## src/rtl/mem_arbiter.sv

```systemverilog
// Two-master memory arbiter: instruction fetch and data port share one memory port.
// Data wins by default; fetch is forced after STARVE_MAX consecutive data grants while it waits.
module mem_arbiter #(
    parameter int STARVE_MAX = 4
) (
    input  logic        clk,
    input  logic        rst_n,
    input  logic        if_req,
    input  logic [63:0] if_addr,
    output logic        if_ack,
    output logic [31:0] if_rdata,
    input  logic        dm_req,
    input  logic        dm_we,
    input  logic [1:0]  dm_size,
    input  logic [63:0] dm_addr,
    input  logic [63:0] dm_wdata,
    output logic        dm_ack,
    output logic        dm_err,
    output logic [63:0] dm_rdata,
    output logic        mem_req,
    output logic        mem_we,
    output logic [63:0] mem_addr,
    output logic [7:0]  mem_be,
    output logic [63:0] mem_wdata,
    input  logic        mem_rdy,
    input  logic [63:0] mem_rdata,
    output logic        busy
);

    // state  | meaning
    // IDLE   | no access in flight, arbitrate pending requests
    // IF_BUS | fetch owns the memory port, waiting for mem_rdy
    // DM_BUS | data access owns the port (or is a misaligned access being rejected)
    // RESP   | one-cycle ack to the granted master
    typedef enum logic [1:0] {
        IDLE   = 2'd0,
        IF_BUS = 2'd1,
        DM_BUS = 2'd2,
        RESP   = 2'd3
    } state_t;

    localparam int SW = (STARVE_MAX < 1) ? 1 : $clog2(STARVE_MAX + 1);
    localparam logic [SW-1:0] STARVE_LIM = SW'(STARVE_MAX);

    state_t        state, state_n;
    logic [SW-1:0] starve_cnt, starve_cnt_n;

    // Attributes of the granted access, held until the response is issued.
    logic          cap_we, cap_we_n;
    logic [1:0]    cap_size, cap_size_n;
    logic [2:0]    cap_off, cap_off_n;
    logic          cap_hi, cap_hi_n;
    logic          cap_misal, cap_misal_n;

    logic          mem_req_n, mem_we_n;
    logic [63:0]   mem_addr_n, mem_wdata_n;
    logic [7:0]    mem_be_n;
    logic          if_ack_n, dm_ack_n, dm_err_n, busy_n;
    logic [31:0]   if_rdata_n;
    logic [63:0]   dm_rdata_n;

    logic [7:0]    dm_be_base;
    logic [7:0]    dm_be;
    logic          dm_misal;
    logic [63:0]   dm_lane_wdata;
    logic [63:0]   rd_shift;
    logic [63:0]   rd_mask;
    logic          starve_ok;
    logic          unused_if_bits;

    assign unused_if_bits = ^if_addr[1:0];

    always_comb begin
        dm_be_base = 8'h01;
        dm_misal   = 1'b0;
        case (dm_size)
            2'd0: begin
                dm_be_base = 8'h01;
                dm_misal   = 1'b0;
            end
            2'd1: begin
                dm_be_base = 8'h03;
                dm_misal   = dm_addr[0];
            end
            2'd2: begin
                dm_be_base = 8'h0F;
                dm_misal   = |dm_addr[1:0];
            end
            default: begin
                dm_be_base = 8'hFF;
                dm_misal   = |dm_addr[2:0];
            end
        endcase
    end

    assign dm_be         = dm_be_base << dm_addr[2:0];
    assign dm_lane_wdata = dm_wdata << {dm_addr[2:0], 3'b000};

    // A shift of 64 yields zero, so the 8-byte case masks nothing.
    assign rd_shift  = mem_rdata >> {cap_off, 3'b000};
    assign rd_mask   = ~(64'hFFFF_FFFF_FFFF_FFFF << (7'd8 << cap_size));
    assign starve_ok = (starve_cnt < STARVE_LIM);

    always_ff @(posedge clk) begin
        if (!rst_n) begin
            state      <= IDLE;
            starve_cnt <= '0;
            cap_we     <= 1'b0;
            cap_size   <= 2'd0;
            cap_off    <= 3'd0;
            cap_hi     <= 1'b0;
            cap_misal  <= 1'b0;
            mem_req    <= 1'b0;
            mem_we     <= 1'b0;
            mem_addr   <= 64'd0;
            mem_be     <= 8'd0;
            mem_wdata  <= 64'd0;
            if_ack     <= 1'b0;
            if_rdata   <= 32'd0;
            dm_ack     <= 1'b0;
            dm_err     <= 1'b0;
            dm_rdata   <= 64'd0;
            busy       <= 1'b0;
        end else begin
            state      <= state_n;
            starve_cnt <= starve_cnt_n;
            cap_we     <= cap_we_n;
            cap_size   <= cap_size_n;
            cap_off    <= cap_off_n;
            cap_hi     <= cap_hi_n;
            cap_misal  <= cap_misal_n;
            mem_req    <= mem_req_n;
            mem_we     <= mem_we_n;
            mem_addr   <= mem_addr_n;
            mem_be     <= mem_be_n;
            mem_wdata  <= mem_wdata_n;
            if_ack     <= if_ack_n;
            if_rdata   <= if_rdata_n;
            dm_ack     <= dm_ack_n;
            dm_err     <= dm_err_n;
            dm_rdata   <= dm_rdata_n;
            busy       <= busy_n;
        end
    end

    always_comb begin
        state_n      = state;
        starve_cnt_n = starve_cnt;
        cap_we_n     = cap_we;
        cap_size_n   = cap_size;
        cap_off_n    = cap_off;
        cap_hi_n     = cap_hi;
        cap_misal_n  = cap_misal;
        mem_req_n    = mem_req;
        mem_we_n     = mem_we;
        mem_addr_n   = mem_addr;
        mem_be_n     = mem_be;
        mem_wdata_n  = mem_wdata;
        if_ack_n     = 1'b0;
        if_rdata_n   = 32'd0;
        dm_ack_n     = 1'b0;
        dm_err_n     = 1'b0;
        dm_rdata_n   = 64'd0;

        case (state)
            IDLE: begin
                if (dm_req && (!if_req || starve_ok)) begin
                    state_n     = DM_BUS;
                    cap_we_n    = dm_we;
                    cap_size_n  = dm_size;
                    cap_off_n   = dm_addr[2:0];
                    cap_misal_n = dm_misal;
                    if (if_req) begin
                        starve_cnt_n = starve_cnt + SW'(1);
                    end
                    if (!dm_misal) begin
                        mem_req_n   = 1'b1;
                        mem_we_n    = dm_we;
                        mem_addr_n  = {dm_addr[63:3], 3'b000};
                        mem_be_n    = dm_be;
                        mem_wdata_n = dm_we ? dm_lane_wdata : 64'd0;
                    end
                end else if (if_req) begin
                    state_n      = IF_BUS;
                    starve_cnt_n = '0;
                    cap_hi_n     = if_addr[2];
                    mem_req_n    = 1'b1;
                    mem_we_n     = 1'b0;
                    mem_addr_n   = {if_addr[63:3], 3'b000};
                    mem_be_n     = if_addr[2] ? 8'hF0 : 8'h0F;
                    mem_wdata_n  = 64'd0;
                end
            end
            DM_BUS: begin
                if (cap_misal) begin
                    state_n  = RESP;
                    dm_ack_n = 1'b1;
                    dm_err_n = 1'b1;
                end else if (mem_rdy) begin
                    state_n     = RESP;
                    mem_req_n   = 1'b0;
                    mem_we_n    = 1'b0;
                    mem_addr_n  = 64'd0;
                    mem_be_n    = 8'd0;
                    mem_wdata_n = 64'd0;
                    dm_ack_n    = 1'b1;
                    dm_rdata_n  = cap_we ? 64'd0 : (rd_shift & rd_mask);
                end
            end
            IF_BUS: begin
                if (mem_rdy) begin
                    state_n     = RESP;
                    mem_req_n   = 1'b0;
                    mem_we_n    = 1'b0;
                    mem_addr_n  = 64'd0;
                    mem_be_n    = 8'd0;
                    mem_wdata_n = 64'd0;
                    if_ack_n    = 1'b1;
                    if_rdata_n  = cap_hi ? mem_rdata[63:32] : mem_rdata[31:0];
                end
            end
            default: begin
                state_n = IDLE;
            end
        endcase

        busy_n = (state_n != IDLE);
    end

endmodule

```

## config.mk

```make
export PLATFORM = sky130hd
export DESIGN_NAME = mem_arbiter
export DESIGN_NICKNAME = d
export VERILOG_FILES = /design/src/rtl/mem_arbiter.sv
export SDC_FILE = /design/constraint.sdc
export NUM_CORES = 1
export LEC_CHECK = 0
export ABC_AREA = 0
export ABC_CLOCK_PERIOD_IN_PS = 2500
export BUFFER_PORTS_ARGS = -buffer_cell sky130_fd_sc_hd__buf_2
export CAP_MARGIN = 20
export CORE_AREA = 2 2 196 198
export CTS_BUF_LIST = sky130_fd_sc_hd__clkbuf_4
export DETAILED_ROUTE_END_ITERATION = 8
export DIE_AREA = 0 0 198 200
export PLACE_DENSITY = 0.65
export SETUP_SLACK_MARGIN = 0.1
export SLEW_MARGIN = 20
export SYNTH_ARGS = -nofsm -noshare
export SYNTH_HDL_FRONTEND = slang
export SYNTH_SLANG_ARGS = --single-unit
```

## constraint.sdc

```tcl
create_clock -name clk -period 2.5 [get_ports clk]
set_input_delay 0.5 -clock clk [delete_from_list [all_inputs] [get_ports clk]]
set_output_delay 0.5 -clock clk [all_outputs]
set_load 0.03 [all_outputs]
```

After elaboration in Yosys (flattened, before gate mapping)

Cells that the tools add are included.

Multiplexer cells: 46
Reduce and logical (&&, ||, !) cells: 17
Shift operators: 5
Add/sub/neg operators: 1
Bitwise logic cells: 6
Eq/ne operators: 7
Order comparisons: 1

Operator list:

| operator                                                             | count |
|---|---|
| 64-bit 2-to-1 mux                                                    | 11 |
| 64-bit one-hot mux with 3 select lines                               | 2 |
| 64-bit bitwise AND                                                   | 1 |
| 64-bit inverter                                                      | 1 |
| 64-bit by 6-bit left shift with 64-bit output                        | 1 |
| 64-bit by 7-bit left shift with 64-bit output (first input constant) | 1 |
| 64-bit by 6-bit >> shifter with 64-bit output                        | 1 |
| 8-bit 2-to-1 mux                                                     | 6 |
| 8-bit one-hot mux with 3 select lines                                | 2 |
| 32-bit 2-to-1 mux                                                    | 1 |
| 1-bit 2-to-1 mux                                                     | 13 |
| 3-bit 2-to-1 mux                                                     | 3 |
| 1-bit one-hot mux with 3 select lines                                | 3 |
| 2-bit 2-to-1 mux                                                     | 4 |
| 2-bit AND reduction                                                  | 4 |
| 8-bit by 3-bit left shift with 8-bit output                          | 1 |
| 4-bit by 2-bit left shift with 7-bit output (first input constant)   | 1 |
| 3-bit inequality test (second input constant)                        | 2 |
| 2-bit one-hot mux with 3 select lines                                | 1 |
| 3-bit AND reduction                                                  | 2 |
| 5-bit OR reduction                                                   | 1 |
| 2-bit by 1-bit == test with 1-bit output (second input constant)     | 2 |
| 2-bit == test (second input constant)                                | 2 |
| 2-bit logical NOT                                                    | 2 |
| 12 further kinds                                                     | 15 |

Flip-flop bits (word level): 251
Bits of input ports: 264
Logic and storage cells: 101
Output and inout port bits: 238

Longest topological paths before layout

Gate-level depths: netlist (run 1).

Depth in word-level cells: 6
Mapped depth: 11
Mapped depth without buffers: 7

Worst setup path before layout (run 1)

Ideal clock, no wire load.

Path kind: reg-to-reg
From: register state[1]
To: register mem_wdata[51]
Arrival time: 2.102 ns
Slack: 0.330 ns
Period minus slack after synthesis: 2.170 ns
Library setup time: 0.068 ns
Required time: 2.432 ns
Path buffers: 3
Stages on the path, launching flop included: 11
Cells stage by stage: dfxtp_1 > inv_1 > ha_1 > buf_4 > a2bb2oi_1 > o211ai_1 > or2_4 > or3_1 > buf_2 > buf_6 > o2bb2ai_2

Cells in the longest elaborated chain, start to end: 3
Elaborated cells between the ends (all ways): 9
Those cells by class: eq/ne: 5; mux: 1; reduce/logical: 3

Ends and longest elaborated chain:

| what                                                                 | RTL line | RTL |
|---|---|---|
| start: declaration                                                   | 45       | `state_t state, state_n;` |
| start signal: assignment                                             | 125      | `state <= state_n;` |
| 2-bit == test, or another cell as far along                          | 165      | `case (state)` |
| 2-bit inequality test (no source line), or another cell as far along | -        |  |
| 4-bit AND reduction (no source line)                                 | -        |  |
| end signal: assignment                                               | 136      | `mem_wdata <= mem_wdata_n;` |
| end: declaration                                                     | 24       | `output logic [63:0] mem_wdata,` |

Several ways; a longest one is shown, not always the timed one.
A chain may end at the register's enable or synchronous reset.

Worst setup path in the final report (run 1)

From: register state[1]
To: register mem_wdata[40]

Same word-level chain as after synthesis.

==> out/metrics.cfg, run 1 <==
[grt]
grt_pass1_vias=11998
antenna_found_initial=7
grt_max_degree=80
grtUsageTotal_pct=22.7
grt_pass1_wl_um=68400
grt_overflow=0

[yosys]
ys_top_cells_by_count=dfxtp_1, nand2_1, a21oi_1, nor2_1, mux2i_1
ys.flop_type=dfxtp_1
synth_top_cell_by_area=dfxtp_1
async_flop_share_pct=0
synth-seq-cells=248
synth_top_area_share_pct=40.4
avgSynthCellArea_sq_um=9.59
synth-warning-count=0
synth_area_leaders=dfxtp_1, mux4_2, mux2i_1, mux2_2, a21oi_1
synth_area_sq_mm=0.0123
ys_types=53
ys_seq_area_share_pct=40.4
synth_enable_flop_cells=0
synth_most_common_cell=dfxtp_1
syn-instance-count=1282

[route]
drc=0
via_per_inst=5.20
ant_nets=0
drt_iter0_drc=706
routed-via-count=12302
firstDrtPassIters=5
wl_per_cell_um=19.6
wl_um=46400

[power_and_ir_drop]
power-per-cell-area_mw_per_mm2=733
ir_drop_mv=0.472
internal_power_uw=7560
clkPwrFrac_pct=29.8
seq_power_share_pct=37.2
leakagePower_uw=0.00743
finalPower_uw=12100
swShare_pct=37.4
combPwrFrac_pct=33.0
switchingPower_uw=4520

[clock_network]
clock_latency_ns=0.72
cts_buffers=69
tritoncts=built
cts_num_sinks=248
clockRootBuffer=clkbuf_4
h-tree-depth=3
clk_transition_reported_paths_ns=0.06
clockBufferDepth=3

[placed_design]
numPortBuffers=496
place.gp.congestion=1.02
dp_cells=2217
dp.final_hpwl_um=34700

[critical_path]
startpoint_type=register
endpoint_kind=register
worstPathRequired_ns=3.14
critical_path_class=register to register
crit_fanout=12
critPathArrivalTime_ns=2.95
rrSetupSlack_ns=0.20

[cells_and_area]
fin_cells=2367
area_delta_synth_final_pct=34.1
layout.nets=2074
drive_gt1_share_pct=44.6

[floorplan]
start_util_pct=32.9
die_area_sq_mm=0.0396
core-area_sq_mm=0.0374
die_y_um=200
num_io_pins=502
num_rows=71
die_w_um=198

[timing]
setup_viol=0
worst_slew_pin_slew_ns=1.03
finalSetupTns_ns=0
slew_violations=0
rsz0062_at_grt=true
skew_ns=0.0305
final_hold_viol_count=0
maxClockFrequency_mhz=434
final.period_utilization_pct=92.2
whs_ns=0.0838
relSlewSlack_pct=30.7
min_period_ns=2.30

[worst_hold_path]
hold_path.class=input pin to register

[run]
cap_violations=0

[status]
status=complete, no violations

## worst paths after layout
kind / end / depth (start not counted) / startpoint
hold reg to reg: mem_addr[17]$_SDFFE_PN0P_ / 2 / mem_addr[17]$_SDFFE_PN0P_
setup reg to reg: mem_wdata[40]$_SDFFE_PN0P_ / 9 / state[1]$_SDFF_PN0_
setup / recovery: mem_wdata[40]$_SDFFE_PN0P_ / 9 / state[1]$_SDFF_PN0_
hold / removal: if_rdata[0]$_SDFF_PN0_ / 3 / mem_rdata[0]
## power groups by stage
stage / clock (uW) / sequential [uW] / combinational, uW
after floorplan: 0 / 5160 / 1990
after global placement: 0 / 4560 / 3840
after detailed placement: 0 / 4570 / 3870
after CTS: 3740 / 4500 / 3960
after global routing: 3940 / 4540 / 4280
final: 3600 / 4500 / 3990
## stage by stage
stage                     utilization [%]  instance area, sq um  setup WS (ns)
after CTS                            43.9                 16400          0.129
after detailed placement             41.0                 15300         0.0565
after global routing                 44.0                 16500         0.0909
final                                44.1                 16500          0.195
after global placement               41.0                 15300          0.116
after floorplan                         -                 12300          0.330
## layout make-up
cell class / count / area (sq um)
inverters: 7 / 26.3
multi-input cells: 915 / 6820
repair buffers: 564 / 3190
flip-flops and latches: 248 / 4970
well taps: 511 / 639
fillers: 3676 / 20900
diodes: 6 / 15.0
clock buffers: 94 / 706
clock inverters: 22 / 114
## critical path, stage by stage (launching register included)
cell and delay [ns]:
dfxtp_2 0.36, inv_1 0.08, ha_2 0.33, a2bb2oi_1 0.17, o211ai_1 0.12, buf_4 0.18
or2_4 0.25, or3_4 0.39, clkbuf_16 0.21, o2bb2ai_1 0.13
## repair_timing
item                                    CTS  global route
hold buffers                             23             0
endpoints found under the hold margin    22             0
resized for setup                         1             9
endpoints found under the setup margin   63            98
gates cloned                              1             1
pin swaps                                 2             0
buffers inserted                          2             1
## cell usage in the layout, fill, tap and decap left out, drive strengths merged, types with 3 or more instances in the layout
cell type | Yosys | routed
buf | 63 | 540
dlygate4sd3 | 0 | 23
o21ai | 32 | 32
o21a | 7 | 7
nand2 | 142 | 142
a22oi | 24 | 24
mux2i | 99 | 99
nor3 | 9 | 9
o2bb2ai | 24 | 24
inv | 7 | 11
and2 | 8 | 8
nand3b | 3 | 3
mux4 | 56 | 56
nor2b | 12 | 12
diode | 0 | 6
a21oi | 132 | 132
conb | 1 | 3
clkbuf | 52 | 95
a22o | 16 | 16
mux2 | 77 | 77
nand3 | 97 | 97
dfxtp | 248 | 248
o22ai | 9 | 9
ha | 5 | 5
clkinv | 0 | 17
or2 | 12 | 13
o211ai | 4 | 4
nor2 | 115 | 115
a211oi | 5 | 5
## sequential cells by signal (all words and copies together) (netlist names), 2 cells and up
signal and flops:
mem_be 8, state 2, cap_size 2, starve_cnt 3, mem_wdata 64, mem_addr 61, cap_off 3, dm_rdata 64
if_rdata 32
## kinds of logic after synthesis
family	count (synthesis)	share of synthesized area, %
buffers and inverters	122	4.49
flip-flops	248	40.4
AND/OR/NAND/NOR	410	15.0
multiplexers	232	25.4
AO/OA/AOI/OAI	264	14.2
other	1	0.0305
adder cells (fa/ha/maj)	5	0.509
## per-layer routing
layer	global-route usage, %	part of all wire [%]	up-vias
met4	12.2	4.6	2
met2	38.2	48	683
met3	6.92	9.4	127
met1	25.8	38	5801
li1	-	-	5689
met5	0	0.026	-
(Power assumes the default switching activity.)
==> run 2: changes to the inputs <==
--- a/config.mk
+++ b/config.mk
@@ -5,14 +5,14 @@
 export SDC_FILE = /design/constraint.sdc
 export NUM_CORES = 1
 export LEC_CHECK = 0
-export ABC_AREA = 0
+export ABC_AREA = 1
 export ABC_CLOCK_PERIOD_IN_PS = 2500
 export BUFFER_PORTS_ARGS = -buffer_cell sky130_fd_sc_hd__buf_2
 export CAP_MARGIN = 20
-export CORE_AREA = 2 2 196 198
+export CORE_AREA = 2 2 198 200
 export CTS_BUF_LIST = sky130_fd_sc_hd__clkbuf_4
 export DETAILED_ROUTE_END_ITERATION = 8
-export DIE_AREA = 0 0 198 200
+export DIE_AREA = 0 0 200 202
 export PLACE_DENSITY = 0.65
 export SETUP_SLACK_MARGIN = 0.1
 export SLEW_MARGIN = 20
==> run 2 against run 1 <==
Compared with the run above:
- sequential share of layout area fell by 0.75 points
- global-route usage grew 2.3 points
- die area increased by 2.0%
- non-clock buffer count grew 16
- maximum frequency is 6.2% higher
- clock skew rose by 0.019 ns
- critical path type unchanged
==> out/metrics.cfg, run 2 <==
[clock_network]
cts_buffers=73
cts_resized=0
clk_transition_reported_paths_ns=0.06
cts_setup_buffers=0
clockRootBuffer=clkbuf_4
ctsHoldBuffers=48
clock_latency_ns=0.75
cts_num_sinks=248
clockBufferDepth=3
tritoncts=built
h-tree-depth=3

[critical_path]
critPathArrivalTime_ns=2.80
rrSetupSlack_ns=0.33
startpoint_type=register
critical_path_class=register to register
crit_fanout=65
worstPathRequired_ns=3.13
endpoint_kind=register
reg2regPathDepth=11

[route]
drc=0
wl_per_cell_um=17.1
wl_um=51800
routed-via-count=15098
drt_iter0_drc=1130
via_per_inst=4.99
firstDrtPassIters=7
ant_nets=0

[yosys]
async_flop_share_pct=0
synth-seq-cells=248
synth_top_cell_by_area=dfxtp_1
ys_top_cells_by_count=nand2_1, dfxtp_1, nand3_1, a21oi_1, nor2_1
synth_area_sq_mm=0.0127
ys_seq_area_share_pct=39.0
synth_most_common_cell=nand2_1
synth_area_leaders=dfxtp_1, nand2_1, nand3_1, a21oi_1, o21ai_0
syn-instance-count=1943
synth_top_area_share_pct=39.0
ys.flop_type=dfxtp_1
synth_enable_flop_cells=0
synth-warning-count=0
ys_types=35
avgSynthCellArea_sq_um=6.55

[floorplan]
num_rows=72
core-area_sq_mm=0.0383
die_w_um=200
start_util_pct=33.3
die_area_sq_mm=0.0404
num_io_pins=502
die_y_um=202

[power_and_ir_drop]
ir_drop_mv=0.528
power-per-cell-area_mw_per_mm2=752
leakagePower_uw=0.00845

[timing]
rsz0062_at_grt=false
finalSetupTns_ns=0
worst_slew_pin_slew_ns=0.815
skew_ns=0.0493
slew_violations=0
final.period_utilization_pct=86.8
min_period_ns=2.17
relSlewSlack_pct=45.6
setup_ws_ns=0.330
maxClockFrequency_mhz=461
final_hold_viol_count=0
setup_viol=0
whs_ns=0.0713

[placed_design]
dp_cells=2843
dp.final_hpwl_um=37600
place.gp.congestion=0.975
post_dp_cell_area_sq_mm=0.0155
numPortBuffers=496
dp_slack_ns=0.372

[cells_and_area]
area_delta_synth_final_pct=32.5
layout.nets=2717
layout_common_cells=nand2_1, buf_2, dfxtp_1, nand3_1, a21oi_1
drive_gt1_share_pct=29.2
layout_commonest_cell=nand2_1
fin_cells=3025
top_regs=dm_rdata: 64 flops, mem_wdata: 64 flops, mem_addr: 61 flops
fin_area_sq_mm=0.0169

[grt]
grt.met2_usage_pct=41.0
grt.met3_usage_pct=7.71
grt_use_met1_pct=29.0
grt_overflow=0
grt_max_degree=141
top_usage_layer=met2
grt_pass1_wl_um=78500
grt_pass1_vias=14552
grtUsageTotal_pct=25.0
antenna_found_initial=14

[worst_hold_path]
hold_depth=3
hold_path.class=input pin to register

[run]
cap_violations=0

[status]
status=complete, no violations

==> run 2: changes by cell type in the layout (fill, tap and decap cells not counted), sizes merged, moves of 56 or more <==
cell,change
mux2,-77
nand2,+621
nand3,+100
inv,+69
mux2i,-96
o21ai,+57
a21oi,+68
mux4,-56
==> run 2: logic make-up after synthesis <==
family,Yosys count,share of synthesized area (%)
multiplexers,3,0.236
XOR/XNOR,2,0.138
other,1,0.0294
AND/OR/NAND/NOR,1101,35.9
buffers and inverters,230,8.49
flip-flops,248,39.0
adder cells (fa/ha/maj),5,0.491
AO/OA/AOI/OAI,353,15.7
==> run 2: per-layer routing <==
| layer | up-vias | part of all wire [%] |
|---|---|---|
| met5 | - | 0.13 |
| met4 | 10 | 4.5 |
| met3 | 147 | 9.9 |
| met2 | 768 | 47 |
| met1 | 6815 | 39 |
| li1 | 7358 | - |
==> run 2: worst max-delay path: stages (launching register included) <==
cell and delay, ns:
dfxtp_1 0.38, inv_1 0.11, ha_1 0.36, inv_2 0.07
nand2_1 0.07, nand3_1 0.07, nor2_2 0.21, nand3_2 0.16
inv_2 0.10, buf_12 0.26, nand2_1 0.12, a21oi_2 0.13
==> run 2: cell type report <==
class | instances | area [sq um]
inverter | 78 | 295
antenna | 10 | 25.0
fill | 3981 | 21400
tap | 518 | 648
sequential | 248 | 4970
clock inverter | 22 | 114
timing repair buffer | 580 | 3360
multi-input combinational | 1467 | 6700
clock buffer | 102 | 766
==> run 2: power breakdown <==
group          switching, uW  internal (uW)
Combinational           3110           1280
Clock                   1830           1980
Sequential               186           4300
==> run 2: worst paths after layout <==
path | end | from
max | mem_addr[61]$_SDFFE_PN0P_ | state[1]$_SDFF_PN0_
min reg2reg | mem_wdata[30]$_SDFFE_PN0P_ | mem_wdata[30]$_SDFFE_PN0P_
max reg2reg | mem_addr[61]$_SDFFE_PN0P_ | state[1]$_SDFF_PN0_
min | if_rdata[30]$_SDFF_PN0_ | mem_rdata[30]
==> run 2: metrics by stage <==
| step | total power, uW | util, % |
|---|---|---|
| 2_1_floorplan | 7710 | - |
| 3_3_place_gp | 8820 | 40.5 |
| 3_5_place_dp | 8870 | 40.5 |
| 4_1_cts | 12800 | 44.0 |
| 5_1_grt | 13500 | 44.0 |
| 6_report | 12700 | 44.1 |
==> run 3: changes to the inputs <==
--- a/config.mk
+++ b/config.mk
@@ -14,6 +14,7 @@
 export DETAILED_ROUTE_END_ITERATION = 8
 export DIE_AREA = 0 0 200 202
 export PLACE_DENSITY = 0.65
+export RECOVER_POWER = 25
 export SETUP_SLACK_MARGIN = 0.1
 export SLEW_MARGIN = 20
 export SYNTH_ARGS = -nofsm -noshare
==> run 3 against run 2 <==
Compared with the run above:
- via count down 0.24%
- largest cell class unchanged
- largest power group unchanged
- critical endpoint is now mem_wdata[62]$_SDFFE_PN0P_
- total power decreased by 0.36%
- the flow now finishes with violations (capacitance limit, slew limit)
- critical path type is now input pin to register
- sequential power about the same
- combinational power decreased by 1%
==> out/metrics.cfg, run 3 (synthesis results as in run 2) <==
[floorplan]
die_y_um=202
num_rows=72
die_w_um=200
die_area_sq_mm=0.0404
start_util_pct=33.3
core-area_sq_mm=0.0383
num_io_pins=502

[route]
routed-via-count=15062
ant_nets=0
wl_um=51900
firstDrtPassIters=6
via_per_inst=4.97
drc=0
wl_per_cell_um=17.2
drt_iter0_drc=1148

[cells_and_area]
layout_common_cells=nand2_1, buf_2, dfxtp_1, nand3_1, a21oi_1
top_regs=dm_rdata: 64 flops, mem_wdata: 64 flops, mem_addr: 61 flops
fin_cells=3028
layout_commonest_cell=nand2_1
fillers=4033
area_delta_synth_final_pct=31.6
drive_gt1_share_pct=25.6
layout.nets=2717

[critical_path]
worstPathRequired_ns=3.02
critical-path-max-stage-delay_ns=1.13
cp_slowest_cell=buf_4
critical_path_class=input pin to register
worstPathCellList=dlygate4sd3_1, buf_2, buf_4, inv_4, buf_4, a21oi_1
path_common_cell=buf_4
endpoint_kind=register
startpoint_type=input pin
critPathArrivalTime_ns=2.76
crit_fanout=140

[power_and_ir_drop]
internal_power_uw=7530
combPwrFrac_pct=34.4
switchingPower_uw=5110
power-per-cell-area_mw_per_mm2=754
clkPwrFrac_pct=30.1
swShare_pct=40.4
seq_power_share_pct=35.5
leakagePower_uw=0.00807
ir_drop_mv=0.522

[grt]
grt_pass1_wl_um=78500
grt_overflow=0
grt_max_degree=141
grt_pass1_vias=14552
antenna_found_initial=14
grtUsageTotal_pct=25.0

[timing]
final.period_utilization_pct=89.5
slew_violations=141
rsz0062_at_grt=false
worst_slew_pin_slew_ns=1.65
maxClockFrequency_mhz=447
final_hold_viol_count=0
relSlewSlack_pct=-9.76
setup_viol=0
min_period_ns=2.24
finalSetupTns_ns=0
skew_ns=0.0469

[clock_network]
cts_resized=0
cts_buffers=73
cts_num_sinks=248
clockRootBuffer=clkbuf_4
clk_transition_reported_paths_ns=0.06
clock_latency_ns=0.75
tritoncts=built
h-tree-depth=3
clockBufferDepth=3

[run]
cap_violations=1

[status]
status=finished with violations
violations=capacitance limit, slew limit

[placed_design]
dp.final_hpwl_um=37600
place.gp.congestion=0.975
dp_cells=2843
numPortBuffers=496

[worst_hold_path]
hold_path.class=input pin to register

-- run 3: worst max-delay path: cells and delay by family --
kind / cells / cell delay [ns]
buf+inv: 5 / 2.03
compound gates: 1 / 0.08
-- run 3: metal layers --
layer,wire length (um),GRT usage [%]
met1,19900,29.0
met2,24400,41.0
met3,5280,7.71
met4,2300,13.2
met5,57,0
-- run 3: through the flow --
stage / utilization, % / worst slack, ns / total power, uW / cell area, sq um / hold WS [ns]
after floorplan: - / 0.741 / 7710 / 12700 / 0.430
after global placement: 40.5 / 0.423 / 8820 / 15500 / 0.446
after detailed placement: 40.5 / 0.372 / 8870 / 15500 / 0.452
after CTS: 44.0 / 0.319 / 12800 / 16800 / 0.00137
after global routing: 43.7 / 0.0963 / 13400 / 16700 / 0.0201
final: 43.8 / 0.262 / 12600 / 16800 / 0.0720
-- run 3: power groups by stage --
stage                     clock [uW]  sequential (uW)  combinational (uW)
after floorplan                    0             5160                2550
after global placement             0             4560                4270
after detailed placement           0             4560                4300
after CTS                       3940             4480                4360
after global routing            4160             4530                4750
final                           3800             4490                4340
-- run 3: cell type report --
cell class | count | area [sq um] | share of cell area [%]
Antenna cell | 13 | 32.5 | 0.194
Clock buffer | 102 | 766 | 4.57
Clock inverter | 22 | 114 | 0.680
Inverter | 78 | 295 | 1.76
Multi-Input combinational cell | 1467 | 6700 | 40.0
Sequential cell | 248 | 4960 | 29.6
Tap cell | 518 | 648 | 3.87
Timing Repair Buffer | 580 | 3230 | 19.3
-- run 3: worst paths after layout --
kind | from | to | slack (ns) | cells after the start
max | rst_n | mem_wdata[62]$_SDFFE_PN0P_ | 0.26 | 6
min | mem_rdata[30] | if_rdata[30]$_SDFF_PN0_ | 0.07 | 3
min reg2reg | mem_wdata[30]$_SDFFE_PN0P_ | mem_wdata[30]$_SDFFE_PN0P_ | 0.46 | 2
max reg2reg | cap_off[0]$_SDFFE_PN0P_ | dm_rdata[9]$_SDFF_PP0_ | 0.31 | 7
-- run 3: timing repair --
action                                  4_1_cts  5_1_grt
hold endpoints to repair                     30        0
endpoints found under the setup margin        0        0
setup buffers                                 0        0
hold buffers                                 48        0
